`src/rtl/uart_rxfifo_rcv.sv`:
```
// rtl/uart_rxfifo_rcv.sv - UART receiver (8N1) feeding a first-word-fall-through receive FIFO
// Defining UART_RX_PARITY_EN switches the frame to 8E1 and enables PARITY_ERR.
module uart_rxfifo_rcv #(
   parameter int CLKS_PER_BIT = 434,
   parameter int AW           = 5
) (
   input  logic        SCLK,
   input  logic        RST_n,
   input  logic        RXD,
   input  logic        FIFO_RDEN,
   output logic [7:0]  FIFO_RD_DATA,
   output logic        FIFO_Empty,
   output logic        FIFO_FULL,
   output logic [AW:0] FIFO_COUNT,
   input  logic        ERR_CLR,
   output logic        FRAME_ERR,
   output logic        OVERRUN,
   output logic        PARITY_ERR
);
   localparam int DEPTH = 2**AW;
   localparam int TW    = $clog2(CLKS_PER_BIT);
   localparam logic [TW-1:0] T_HALF   = TW'(CLKS_PER_BIT/2 - 1);
   localparam logic [TW-1:0] T_FULL   = TW'(CLKS_PER_BIT - 1);
   localparam logic [AW:0]   CNT_ONE  = {{AW{1'b0}}, 1'b1};
   localparam logic [AW:0]   CNT_FULL = {1'b1, {AW{1'b0}}};
   localparam logic [AW-1:0] PTR_ONE  = {{(AW-1){1'b0}}, 1'b1};

`ifdef UART_RX_PARITY_EN
   typedef enum logic [2:0] {S_IDLE, S_START, S_DATA, S_PAR, S_STOP, S_BRK} state_t;
`else
   typedef enum logic [2:0] {S_IDLE, S_START, S_DATA, S_STOP, S_BRK} state_t;
`endif

   state_t        state;
   logic          rxd_m, rxd_s;
   logic [TW-1:0] timer;
   logic [2:0]    bit_idx;
   logic [7:0]    shreg;
   logic          sample;
   logic          par_bad;
   logic          push;
   logic          pop;
   logic          push_ok;

   logic [7:0]    mem [DEPTH];
   logic [AW-1:0] wr_ptr, rd_ptr;

   assign sample = (timer == '0);
   assign push   = (state == S_STOP) && sample && rxd_s && !par_bad;

`ifndef UART_RX_PARITY_EN
   assign par_bad    = 1'b0;
   assign PARITY_ERR = 1'b0;
`endif

   // Line side: synchroniser, bit timer and frame FSM
   always_ff @(posedge SCLK or negedge RST_n) begin
      if (!RST_n) begin
         rxd_m     <= 1'b1;
         rxd_s     <= 1'b1;
         state     <= S_IDLE;
         timer     <= '0;
         bit_idx   <= '0;
         shreg     <= '0;
         FRAME_ERR <= 1'b0;
`ifdef UART_RX_PARITY_EN
         par_bad    <= 1'b0;
         PARITY_ERR <= 1'b0;
`endif
      end else begin
         rxd_m <= RXD;
         rxd_s <= rxd_m;
         if (ERR_CLR) begin
            FRAME_ERR <= 1'b0;
`ifdef UART_RX_PARITY_EN
            PARITY_ERR <= 1'b0;
`endif
         end
         case (state)
            S_IDLE: begin
               if (!rxd_s) begin
                  state <= S_START;
                  timer <= T_HALF;
               end
            end
            S_START: begin
               if (!sample) begin
                  timer <= timer - TW'(1);
               end else if (!rxd_s) begin
                  state   <= S_DATA;
                  bit_idx <= '0;
                  timer   <= T_FULL;
`ifdef UART_RX_PARITY_EN
                  par_bad <= 1'b0;
`endif
               end else begin
                  state <= S_IDLE;
               end
            end
            S_DATA: begin
               if (!sample) begin
                  timer <= timer - TW'(1);
               end else begin
                  shreg   <= {rxd_s, shreg[7:1]};
                  timer   <= T_FULL;
                  bit_idx <= bit_idx + 3'd1;
                  if (bit_idx == 3'd7) begin
`ifdef UART_RX_PARITY_EN
                     state <= S_PAR;
`else
                     state <= S_STOP;
`endif
                  end
               end
            end
`ifdef UART_RX_PARITY_EN
            S_PAR: begin
               if (!sample) begin
                  timer <= timer - TW'(1);
               end else begin
                  timer <= T_FULL;
                  state <= S_STOP;
                  if (rxd_s != ^shreg) begin
                     par_bad    <= 1'b1;
                     PARITY_ERR <= 1'b1;
                  end
               end
            end
`endif
            S_STOP: begin
               if (!sample) begin
                  timer <= timer - TW'(1);
               end else if (rxd_s) begin
                  state <= S_IDLE;
               end else begin
                  FRAME_ERR <= 1'b1;
                  state     <= S_BRK;
               end
            end
            S_BRK: begin
               if (rxd_s) state <= S_IDLE;
            end
            default: state <= S_IDLE;
         endcase
      end
   end

   assign FIFO_Empty   = (FIFO_COUNT == '0);
   assign FIFO_FULL    = (FIFO_COUNT == CNT_FULL);
   assign pop          = FIFO_RDEN && !FIFO_Empty;
   assign push_ok      = push && (!FIFO_FULL || pop);
   assign FIFO_RD_DATA = mem[rd_ptr];

   always_ff @(posedge SCLK) begin
      if (push_ok) mem[wr_ptr] <= shreg;
   end

   // A pop on a full FIFO frees the slot the simultaneous push needs
   always_ff @(posedge SCLK or negedge RST_n) begin
      if (!RST_n) begin
         wr_ptr     <= '0;
         rd_ptr     <= '0;
         FIFO_COUNT <= '0;
         OVERRUN    <= 1'b0;
      end else begin
         if (push_ok) wr_ptr <= wr_ptr + PTR_ONE;
         if (pop)     rd_ptr <= rd_ptr + PTR_ONE;
         case ({push_ok, pop})
            2'b10:   FIFO_COUNT <= FIFO_COUNT + CNT_ONE;
            2'b01:   FIFO_COUNT <= FIFO_COUNT - CNT_ONE;
            default: FIFO_COUNT <= FIFO_COUNT;
         endcase
         if (ERR_CLR)            OVERRUN <= 1'b0;
         if (push && !push_ok)   OVERRUN <= 1'b1;
      end
   end
endmodule

```
`config.mk`:
```
export PLATFORM = sky130hd
export DESIGN_NAME = uart_rxfifo_rcv
export DESIGN_NICKNAME = d
export VERILOG_FILES = /design/src/rtl/uart_rxfifo_rcv.sv
export SDC_FILE = /design/constraint.sdc
export NUM_CORES = 1
export LEC_CHECK = 0
export BUFFER_PORTS_ARGS = -buffer_cell sky130_fd_sc_hd__buf_4
export CAP_MARGIN = 20
export CORE_MARGIN = 2
export CORE_UTILIZATION = 65
export CTS_CLUSTER_SIZE = 40
export DETAILED_ROUTE_END_ITERATION = 7
export PLACE_DENSITY_LB_ADDON = 0.15
export SYNTH_ARGS = -nofsm -noshare
export SYNTH_HDL_FRONTEND = slang
export SYNTH_SLANG_ARGS = --single-unit
```
`constraint.sdc`:
```
create_clock -name SCLK -period 8.5 [get_ports SCLK]
set_input_delay 0.425 -clock SCLK [delete_from_list [all_inputs] [get_ports SCLK]]
set_output_delay 0.425 -clock SCLK [all_outputs]
set_load 0.01 [all_outputs]
```
[Word level (Yosys, flattened, before mapping)]
Memories as Yosys holds them, arrays and structs flattened.
Cells that the tools add are included.
Cells by class
  $mul: 0
  shift-type cells: 0
  divide/modulo/power cells: 0
  $lt $le $gt $ge: 0
  $add $sub $neg: 6
  reductions and logical operators: 20
  bitwise operators: 0
  eq/ne operators: 17
  multiplexer cells: 28
Operators with widths (number)
  two-way mux 9 bit: 5
  one-hot mux 9 bit (4 select lines): 1
  two-way mux 3 bit: 10
  != test 2 bit (second input constant): 8
  one-hot mux 3 bit (5 select lines): 1
  one-hot mux 6 bit (2 select lines): 1
  adder 5 x 1 -> 5 bit (second input constant): 2
  logical NOT 9 bit: 1
  subtractor 9 x 1 -> 9 bit (second input constant): 1
  two-way mux 1 bit: 8
  AND reduction 4 bit: 2
  adder 6 x 1 -> 6 bit (second input constant): 1
  equality test 3 x 2 -> 1 bit (second input constant): 2
  equality test 3 bit (second input constant): 2
  equality test 6 bit (second input constant): 1
  logical NOT 6 bit: 1
  one-hot mux 3 bit (2 select lines): 1
  AND reduction 6 bit: 1
  nonzero test 2 bit: 3
  subtractor 6 x 1 -> 6 bit (second input constant): 1
  logical AND 1 bit: 5
  nonzero test 4 bit: 1
  adder 3 x 1 -> 3 bit (second input constant): 1
  equality test 3 x 1 -> 1 bit (second input constant): 1
  other kinds (8): 10
Word-level totals
  output and inout bits: 19
  bits in writable memories: 256
  latch bits: 0
  ROM bits: 0
  register bits after elaboration: 43
  word-level logic and storage cells: 83
  memories kept: 1
  bits of input ports: 5
Memories
  mem: words 32, width 8, rd ports 1, clocked after Yosys merged registers in 0, wr ports 1, RTL line 45  | logic [7:0] mem [DEPTH];

[Depth between registers and ports, before layout]
Gate-level depths: netlist (run 1).
  word-level depth: 8
  gate-level depth with buffers: 14
  depth with buffers taken out: 12

[Worst setup path after synthesis (run 1)]
Ideal clock, no wire load.
  kind: register -> register
  start point: reg timer[0]
  end point: reg FIFO_COUNT[5]
  data arrival time: 3169 ps
  data required time: 8384 ps
  buffers on the path: 2
  cell stages (with the launch flop): 15
  setup slack: 5215 ps
  library setup time: 116 ps
  cell sequence: dfrtp_1 > inv_1 > ha_1 > or4b_1 > clkbuf_1 > or3_1 > buf_2 > nand2_1 > inv_1 > ha_1 > a211oi_1 > o21bai_1 > a21o_1 > nor3b_1 > o311ai_0
Between the ends
  word-level cells in the longest chain between the ends: 6
  elaborated cells between the ends (all ways): 8
RTL lines
  start, declared: RTL line 36  | logic [TW-1:0] timer;
  start signal, assigned: RTL line 88  | timer <= timer - TW'(1);
  start signal, assigned: RTL line 102  | timer <= timer - TW'(1);
  start signal, assigned: RTL line 132  | timer <= timer - TW'(1);
  logical NOT 9 bit (*): RTL line 48  | assign sample = (timer == '0);
  logical AND 1 bit (*) (2 in series): RTL line 49  | assign push = (state == S_STOP) && sample && rxd_s && !par_bad;
  logical AND 1 bit (*): RTL line 151  | assign push_ok = push && (!FIFO_FULL || pop);
  equality test 2 x 1 -> 1 bit or equality test 2 bit (tied branches): RTL line 168  | case ({push_ok, pop})
  one-hot mux 6 bit (2 select lines) or nonzero test 2 bit (tied branches)
  end signal, assigned: RTL line 169  | 2'b10: FIFO_COUNT <= FIFO_COUNT + CNT_ONE;
  end signal, assigned: RTL line 170  | 2'b01: FIFO_COUNT <= FIFO_COUNT - CNT_ONE;
  end, declared: RTL line 14  | output logic [AW:0] FIFO_COUNT,
Mark *: on every way between the ends. The rest lies on a longest branch, timed or not.
A chain may end at the register's enable or synchronous reset.

[Worst setup path after layout (run 1)]
  start point: reg rd_ptr[1]
  end point: out FIFO_RD_DATA[6]
Between the ends
  word-level cells in the longest chain between the ends: 1
RTL lines
  start, declared: RTL line 46  | logic [AW-1:0] wr_ptr, rd_ptr;
  start signal, assigned: RTL line 167  | if (pop) rd_ptr <= rd_ptr + PTR_ONE;
  memory read (32 x 8 bit)
  end, declared: RTL line 11  | output logic [7:0] FIFO_RD_DATA,
No other way between the ends.

==> results_dict.tcl, run 1 <==
set metrics [dict create \
    max_slew_margin_pct 32.0 \
    report.final.setup_viol 0 \
    clock_sinks 299 \
    crit_path_top_delay_cell "sky130_fd_sc_hd__buf_4" \
    globalRouteOverflowTotal 0 \
    leakage_power_figure_nw 5.36 \
    floorplan.core_area_um2 18600 \
    ioPinCount 24 \
    critical_path.reg2reg.endpoint "FIFO_COUNT[5]$_DFFE_PN0P_" \
    max_buffers_root_to_sink 3 \
    die-area_um2 20100 \
    timing.final.max_slew_violations 0 \
    syn-instance-count 714 \
    hold_path_depth 3 \
    post_cts.resized_instances 0 \
    yosys_warnings 0 \
    max_freq_mhz 257 \
    path_max_fanout 63 \
    postSynth.asyncResetShare_pct 14.4 \
    power_mw 3.66 \
    die_width_um 142 \
    fp-row-count 50 \
    grt_pass1_wl_um 38500 \
    gp_routability_congestion 0.896 \
    route.vias.total 6593 \
    ctsHoldBuffers 2 \
    io_buffer_count 22 \
    yosys.area.top_type "sky130_fd_sc_hd__edfxtp_1" \
    worstHoldEndpoint "OVERRUN$_DFFE_PN0P_" \
    final.period_utilization_pct 45.8 \
    worst_r2r_startpoint "timer[0]$_DFFE_PN0P_" \
    critical_path.n_buffers_inverters 2 \
    number_of_antenna_violations_at_the_first_check_in_global_routing 0 \
    critical-path-top-delay-family "buffers and inverters" \
    final.min_clock_period_ns 3.90 \
    htree_num_levels 1 \
    dp_hpwl_um 16200 \
    critPathLaunchType "register" \
    min-delay-path-class "in -> reg" \
    syn_nets 733 \
    fill_cell_count 1077 \
    seq_area_frac_synth_pct 71.2 \
    area_growth_pct 12.2 \
    ys.flop_type "sky130_fd_sc_hd__edfxtp_1" \
    antenna_cells_inserted 0 \
    tritoncts.num_buffers 29 \
    critPathArrivalTime_ns 3.47 \
    worst_setup_hold_path_clk_slew_ns 0.06 \
    drt_first_pass_iters 7 \
    avgRoutedWirePerCell_um 25.4 \
    tritoncts "done" \
    number_of_enable_flip_flop_cells_after_synthesis 256 \
    post_cts_setup_buffer_count 0 \
    postSynthRegisterBits 299 \
    fin_nets 762 \
    path_cells "buf_4 > mux4_2 > mux4_2 > nand2_1 > o211ai_1 > buf_4" \
    synthDistinctLibCells 59 \
    maxCapViolCount 0 \
    hold_path.startpoint "ERR_CLR" \
    timing.final.hold_violations 0 \
    critPathCaptureType "output pin" \
    finalClockSkew_ns 0.0162 \
    drt_drc_violations_left 0 \
    vdd.ir_drop.worst_uv 243 \
    global_route.usage.total_pct 25.8 \
    worstPathRequired_ns 8.08 \
    synth_top_cell_area_share_pct 62.4 \
    grt_max_degree 64 \
    total_power_per_unit_cell_area_nw_per_um2 265 \
    final.setup.tns_ns 0 \
    detail-route-antenna-nets 0 \
    largest_cells_by_area_after_synthesis "sky130_fd_sc_hd__edfxtp_1 62%, sky130_fd_sc_hd__mux4_2 10%, sky130_fd_sc_hd__dfrtp_1 8.3%" \
    post_drt_via_cell_ratio 6.59 \
    ratio_of_cells_with_drive_above_1_in_the_final_layout_pct 20.4 \
    first_iter_violations 643 \
    clock-root-buffer "sky130_fd_sc_hd__clkbuf_16" \
    synthesized_area_divided_by_synthesized_cell_count_um2 17.3 \
    initial_standard_cell_utilization_of_the_core_pct 66.1 \
    actual_slew_at_the_worst_max_slew_pin_ns 1.02 \
    setup_slack_of_the_most_critical_reg_to_reg_path_ns 4.74 \
    depth_of_the_worst_register_to_register_path 12 \
    mappedNetlistArea_um2 12300 \
    rsz_0062_raised_after_global_routing "no" \
    max_stage_delay_ns 0.88 \
    via_count_of_the_first_global_routing_pass 6706 \
    die_height_um 142 \
    status "finished clean" \
    worst-setup-path-type "reg -> out" \
    detail_route.wirelength_um 25400 \
    clock_insertion_delay_worst_skew_ns 0.55 \
]
-- metal layers --
layer / global-route usage (%) / vias to the layer above / share of wire [%]
met3: 4.42 / 52 / 7.5
met4: 7.63 / 0 / 2.8
met1: 36.6 / 3344 / 41
met5: 0 / - / 0
met2: 42.4 / 317 / 49
li1: - / 2880 / -
-- tightest hold or removal path, cell delays in order --
cell,delay (ns)
sky130_fd_sc_hd__buf_4,0.10
sky130_fd_sc_hd__inv_1,0.06
sky130_fd_sc_hd__a32o_1,0.12
-- final cells by class --
class	instances	area, µm²	area share [%]
clock buffer	40	797	5.77
clock inverter	14	220	1.59
inverter	11	41.3	0.299
multi-input combinational	367	3360	24.3
sequential	299	8770	63.5
tap	234	293	2.12
timing repair buffer	35	335	2.43
-- flip-flops by register name, summed over array words and instances (netlist names) --
register and count:
mem 256, timer 9, shreg 8, FIFO_COUNT 6, rd_ptr 5, wr_ptr 5, bit_idx 3, state 3
FRAME_ERR 1, OVERRUN 1, rxd_m 1, rxd_s 1
-- layout by cell type (no fill, tap or decap), types with 3 or more instances in the layout --
| master | n |
|---|---|
| sky130_fd_sc_hd__buf_4 | 29 |
| sky130_fd_sc_hd__a22o_1 | 4 |
| sky130_fd_sc_hd__o31ai_1 | 3 |
| sky130_fd_sc_hd__nand2b_1 | 4 |
| sky130_fd_sc_hd__buf_16 | 3 |
| sky130_fd_sc_hd__nor3_1 | 5 |
| sky130_fd_sc_hd__bufinv_16 | 5 |
| sky130_fd_sc_hd__nor2_1 | 56 |
| sky130_fd_sc_hd__nand4_1 | 3 |
| sky130_fd_sc_hd__ha_1 | 13 |
| sky130_fd_sc_hd__nand2_1 | 39 |
| sky130_fd_sc_hd__mux4_2 | 56 |
| sky130_fd_sc_hd__o211ai_1 | 7 |
| sky130_fd_sc_hd__mux2_2 | 8 |
| sky130_fd_sc_hd__o21ai_0 | 11 |
| sky130_fd_sc_hd__or3_1 | 3 |
| sky130_fd_sc_hd__nand3_1 | 13 |
| sky130_fd_sc_hd__mux2i_1 | 42 |
| sky130_fd_sc_hd__nor4_1 | 5 |
| sky130_fd_sc_hd__clkinvlp_4 | 4 |
| sky130_fd_sc_hd__a32o_1 | 3 |
| sky130_fd_sc_hd__or3b_2 | 3 |
| sky130_fd_sc_hd__edfxtp_1 | 256 |
| sky130_fd_sc_hd__a21o_1 | 4 |
| sky130_fd_sc_hd__inv_1 | 11 |
| sky130_fd_sc_hd__nand3b_1 | 3 |
| sky130_fd_sc_hd__clkbuf_8 | 3 |
| sky130_fd_sc_hd__clkbuf_16 | 29 |
| sky130_fd_sc_hd__a22oi_1 | 8 |
| sky130_fd_sc_hd__a21oi_1 | 24 |
| sky130_fd_sc_hd__clkbuf_1 | 8 |
| sky130_fd_sc_hd__o22ai_1 | 4 |
| sky130_fd_sc_hd__dfrtp_1 | 39 |
| sky130_fd_sc_hd__xnor2_1 | 10 |
| sky130_fd_sc_hd__xor2_1 | 3 |
-- cells in the mapped netlist, types with 8 or more instances --
cell and n:
sky130_fd_sc_hd__buf_2 8, sky130_fd_sc_hd__mux2_2 8, sky130_fd_sc_hd__nor2_1 56, sky130_fd_sc_hd__mux2i_1 42, sky130_fd_sc_hd__mux4_2 56, sky130_fd_sc_hd__nand2_1 39
sky130_fd_sc_hd__dfrtp_1 41, sky130_fd_sc_hd__clkbuf_1 20, sky130_fd_sc_hd__nand3_1 13, sky130_fd_sc_hd__o21ai_0 11, sky130_fd_sc_hd__edfxtp_1 256, sky130_fd_sc_hd__a21oi_1 24
sky130_fd_sc_hd__buf_1 8, sky130_fd_sc_hd__a22oi_1 8, sky130_fd_sc_hd__ha_1 13, sky130_fd_sc_hd__inv_1 11, sky130_fd_sc_hd__xnor2_1 10
-- stage by stage --
stage	setup slack, ns	utilization, %	hold WS (ns)	instances	cell area, µm²
after floorplan	5.21	-	0.129	714	12300
after global placement	4.99	68.0	0.348	940	12700
after detailed placement	4.81	68.4	0.350	943	12700
after CTS	4.58	74.0	0.196	999	13800
after global routing	4.46	74.1	0.215	1000	13800
final	4.60	74.1	0.209	1000	13800
-- report_power, final --
part,switching [mW],internal [mW]
Combinational,0.311,0.293
Clock,0.534,0.812
Sequential,0.106,1.60
-- logic make-up after synthesis --
| group | Yosys count | share of synthesized area (%) |
|---|---|---|
| xor+xnor | 13 | 0.924 |
| buf+inv | 48 | 1.57 |
| mux | 106 | 14.4 |
| compound gates | 85 | 4.82 |
| simple gates | 148 | 5.62 |
| flops | 299 | 71.2 |
| other cells | 1 | 0.0304 |
| fa+ha+maj | 14 | 1.48 |
-- how the worst max path moves through the flow --
stage                                     end             startpoint  cells past startpoint
floorplan           FIFO_COUNT[5]$_DFFE_PN0P_   timer[0]$_DFFE_PN0P_                     14
global placement          mem[8][6]$_DFFE_PP_   timer[0]$_DFFE_PN0P_                      7
detailed placement  FIFO_COUNT[5]$_DFFE_PN0P_   timer[0]$_DFFE_PN0P_                     12
CTS                           FIFO_RD_DATA[6]  rd_ptr[1]$_DFFE_PN0P_                      6
global route        FIFO_COUNT[5]$_DFFE_PN0P_   timer[0]$_DFFE_PN0P_                     12
finish                        FIFO_RD_DATA[6]  rd_ptr[1]$_DFFE_PN0P_                      6
Power figures use the tool's default switching activity.
==> run 2: changes to the inputs <==
--- a/config.mk
+++ b/config.mk
@@ -8,7 +8,7 @@
 export BUFFER_PORTS_ARGS = -buffer_cell sky130_fd_sc_hd__buf_4
 export CAP_MARGIN = 20
 export CORE_MARGIN = 2
-export CORE_UTILIZATION = 65
+export CORE_UTILIZATION = 62
 export CTS_CLUSTER_SIZE = 40
 export DETAILED_ROUTE_END_ITERATION = 7
 export PLACE_DENSITY_LB_ADDON = 0.15
==> constraint.sdc (replaced) <==
create_clock -name SCLK -period 3.9 [get_ports SCLK]
set_input_delay 0.195 -clock SCLK [delete_from_list [all_inputs] [get_ports SCLK]]
set_output_delay 0.195 -clock SCLK [all_outputs]
set_load 0.01 [all_outputs]
==> run 2 against run 1 <==
Largest cell class unchanged. Combinational power rose by 120%. Flip-flop and latch count did not move. Final cell count rose by 5.7%. Via count rose by 1.3%. Clock skew fell by 0.0043 ns. Setup slack got worse by 4.3 ns. Critical path type is now reg -> reg. Count of clock-buffer cells in the layout fell by 8.
==> results_dict.tcl, run 2 (same netlist as run 1, synthesis figures left out) <==
set metrics [dict create \
    timing.hold.ws_ns 0.0505 \
    seqCellArea_um2 8770 \
    critPathCaptureType "register" \
    pre_cts_slack_ns 0.126 \
    clock_insertion_delay_worst_skew_ns 0.54 \
    timing.final.hold_violations 0 \
    report.final.setup_viol 0 \
    post_drt_via_cell_ratio 6.32 \
    path_cells "inv_1 > ha_1 > or4b_4 > or3_4 > nand2_1 > inv_1 > ha_1 > a211oi_1 > o21bai_1 > a21o_1 > nor3b_1 > o311ai_0" \
    max_buffers_root_to_sink 3 \
    avgRoutedWirePerCell_um 25.2 \
    layout.cells.most_common "sky130_fd_sc_hd__edfxtp_1" \
    area_growth_pct 13.5 \
    vdd.ir_drop.worst_uv 377 \
    global_route.usage.total_pct 26.0 \
    largestRegisters "mem: 256 flops, timer: 9 flops, shreg: 8 flops" \
    min-delay-path-class "in -> reg" \
    max_slew_margin_pct 45.9 \
    number_of_antenna_violations_at_the_first_check_in_global_routing 0 \
    globalRouteOverflowTotal 0 \
    rsz_0062_raised_after_global_routing "no" \
    worstPathRequired_ns 4.30 \
    antenna_cells_inserted 0 \
    timing.final.ws_setup_ns 0.308 \
    htree_num_levels 1 \
    status "finished clean" \
    first_iter_violations 989 \
    leakage_power_figure_nw 5.48 \
    path_max_fanout 9 \
    worst_setup_hold_path_clk_slew_ns 0.06 \
    max_freq_mhz 278 \
    fp-row-count 51 \
    final_cell_mix "256 x sky130_fd_sc_hd__edfxtp_1, 56 x sky130_fd_sc_hd__nor2_1, 56 x sky130_fd_sc_hd__mux4_2, 56 x sky130_fd_sc_hd__buf_4, 42 x sky130_fd_sc_hd__mux2i_1" \
    final.min_clock_period_ns 3.59 \
    tritoncts "done" \
    critical-path-top-delay-family "simple AND/OR/NAND/NOR gates" \
    critPathArrivalTime_ns 4.00 \
    fill_cell_count 1206 \
    io_buffer_count 22 \
    die_width_um 145 \
    max_reg_flops 256 \
    actual_slew_at_the_worst_max_slew_pin_ns 0.811 \
    drt_drc_violations_left 0 \
    power_mw 7.91 \
    total_power_per_unit_cell_area_nw_per_um2 566 \
    worst-setup-path-type "reg -> reg" \
    tritoncts.num_buffers 29 \
    detail_route.wirelength_um 26600 \
    fin_nets 788 \
    maxCapViolCount 0 \
    final.period_utilization_pct 92.1 \
    ratio_of_cells_with_drive_above_1_in_the_final_layout_pct 23.2 \
    clock_sinks 299 \
    regMostFlops "mem" \
    ioPinCount 24 \
    area_used_by_multi_input_combinational_logic_um2 3370 \
    die_height_um 145 \
    route.vias.total 6681 \
    detail-route-antenna-nets 0 \
    crit_path_top_delay_cell "sky130_fd_sc_hd__or4b_4" \
    initial_standard_cell_utilization_of_the_core_pct 63.3 \
    die-area_um2 21000 \
    max_stage_delay_ns 0.53 \
    finalClockSkew_ns 0.0119 \
    via_count_of_the_first_global_routing_pass 6830 \
    drt_first_pass_iters 6 \
    grt_pass1_wl_um 41400 \
    grt_max_degree 44 \
    floorplan.core_area_um2 19500 \
    dp_hpwl_um 17000 \
    critical_path.n_buffers_inverters 2 \
    clock-root-buffer "sky130_fd_sc_hd__clkbuf_16" \
    timing.final.max_slew_violations 0 \
    critPathLaunchType "register" \
    gp_routability_congestion 0.853 \
    final.setup.tns_ns 0 \
]
==> run 2: cell count changes in the layout (fill, tap and decap cells not counted), sizes merged <==
cell	previous run	this run
buf	33	58
clkbuf	40	32
clkinv	3	12
dlygate4sd3	2	3
inv	13	12
==> run 2: layer usage <==
metal	vias up	global-route usage [%]	wire length, µm
met1	3371	37.6	10600
li1	2932	-	-
met5	-	0	0
met3	45	4.97	2210
met4	0	6.39	513
met2	333	42.0	13300
==> run 2: final timing paths <==
check,slack [ns],endpoint,cells past startpoint,startpoint
worst max-delay path,0.31,FIFO_COUNT[5]$_DFFE_PN0P_,12,timer[0]$_DFFE_PN0P_
worst min-delay path,0.05,rd_ptr[1]$_DFFE_PN0P_,4,FIFO_RDEN
worst max register to register,0.31,FIFO_COUNT[5]$_DFFE_PN0P_,12,timer[0]$_DFFE_PN0P_
worst min register to register,0.36,rxd_s$_DFF_PN1_,0,rxd_m$_DFF_PN1_
max in group asynchronous,3.26,rd_ptr[1]$_DFFE_PN0P_,2,RST_n
min in group asynchronous,0.19,FIFO_COUNT[3]$_DFFE_PN0P_,2,RST_n
==> run 2: report_power, final <==
group	internal [mW]	switching [mW]	leakage, nW
sequential	3.49	0.246	3.53
clock	1.69	1.15	0.472
combinational	0.656	0.678	1.48
==> run 2: worst register-to-register path: cells and delay by family (launching register included) <==
| family | cells | cell delay, ns |
|---|---|---|
| flops | 1 | 0.44 |
| fa+ha+maj | 2 | 0.51 |
| simple gates | 4 | 1.29 |
| compound gates | 4 | 0.91 |
| buf+inv | 2 | 0.30 |
==> run 2: final cells by class <==
| class | count | share of cell area, % |
|---|---|---|
| sequential | 299 | 62.7 |
| clock buffer | 32 | 5.27 |
| timing repair buffer | 61 | 3.51 |
| inverter | 11 | 0.295 |
| multi-input combinational | 367 | 24.1 |
| tap | 265 | 2.37 |
| clock inverter | 22 | 1.76 |
==> run 2: per-stage QoR <==
step                      instances  instance area, µm²  utilization [%]
final                          1057               14000             71.9
after global routing           1057               14000             71.9
after CTS                      1057               14000             71.8
after detailed placement       1000               13000             66.6
after global placement         1000               13000             66.6
after floorplan                 714               12300                -
==> run 2: timing repair <==
action,in CTS,in global routing
buffers inserted,0,0
gates resized for setup,0,2
hold endpoints to repair,44,0
hold buffers,3,0
setup endpoints to repair,0,1
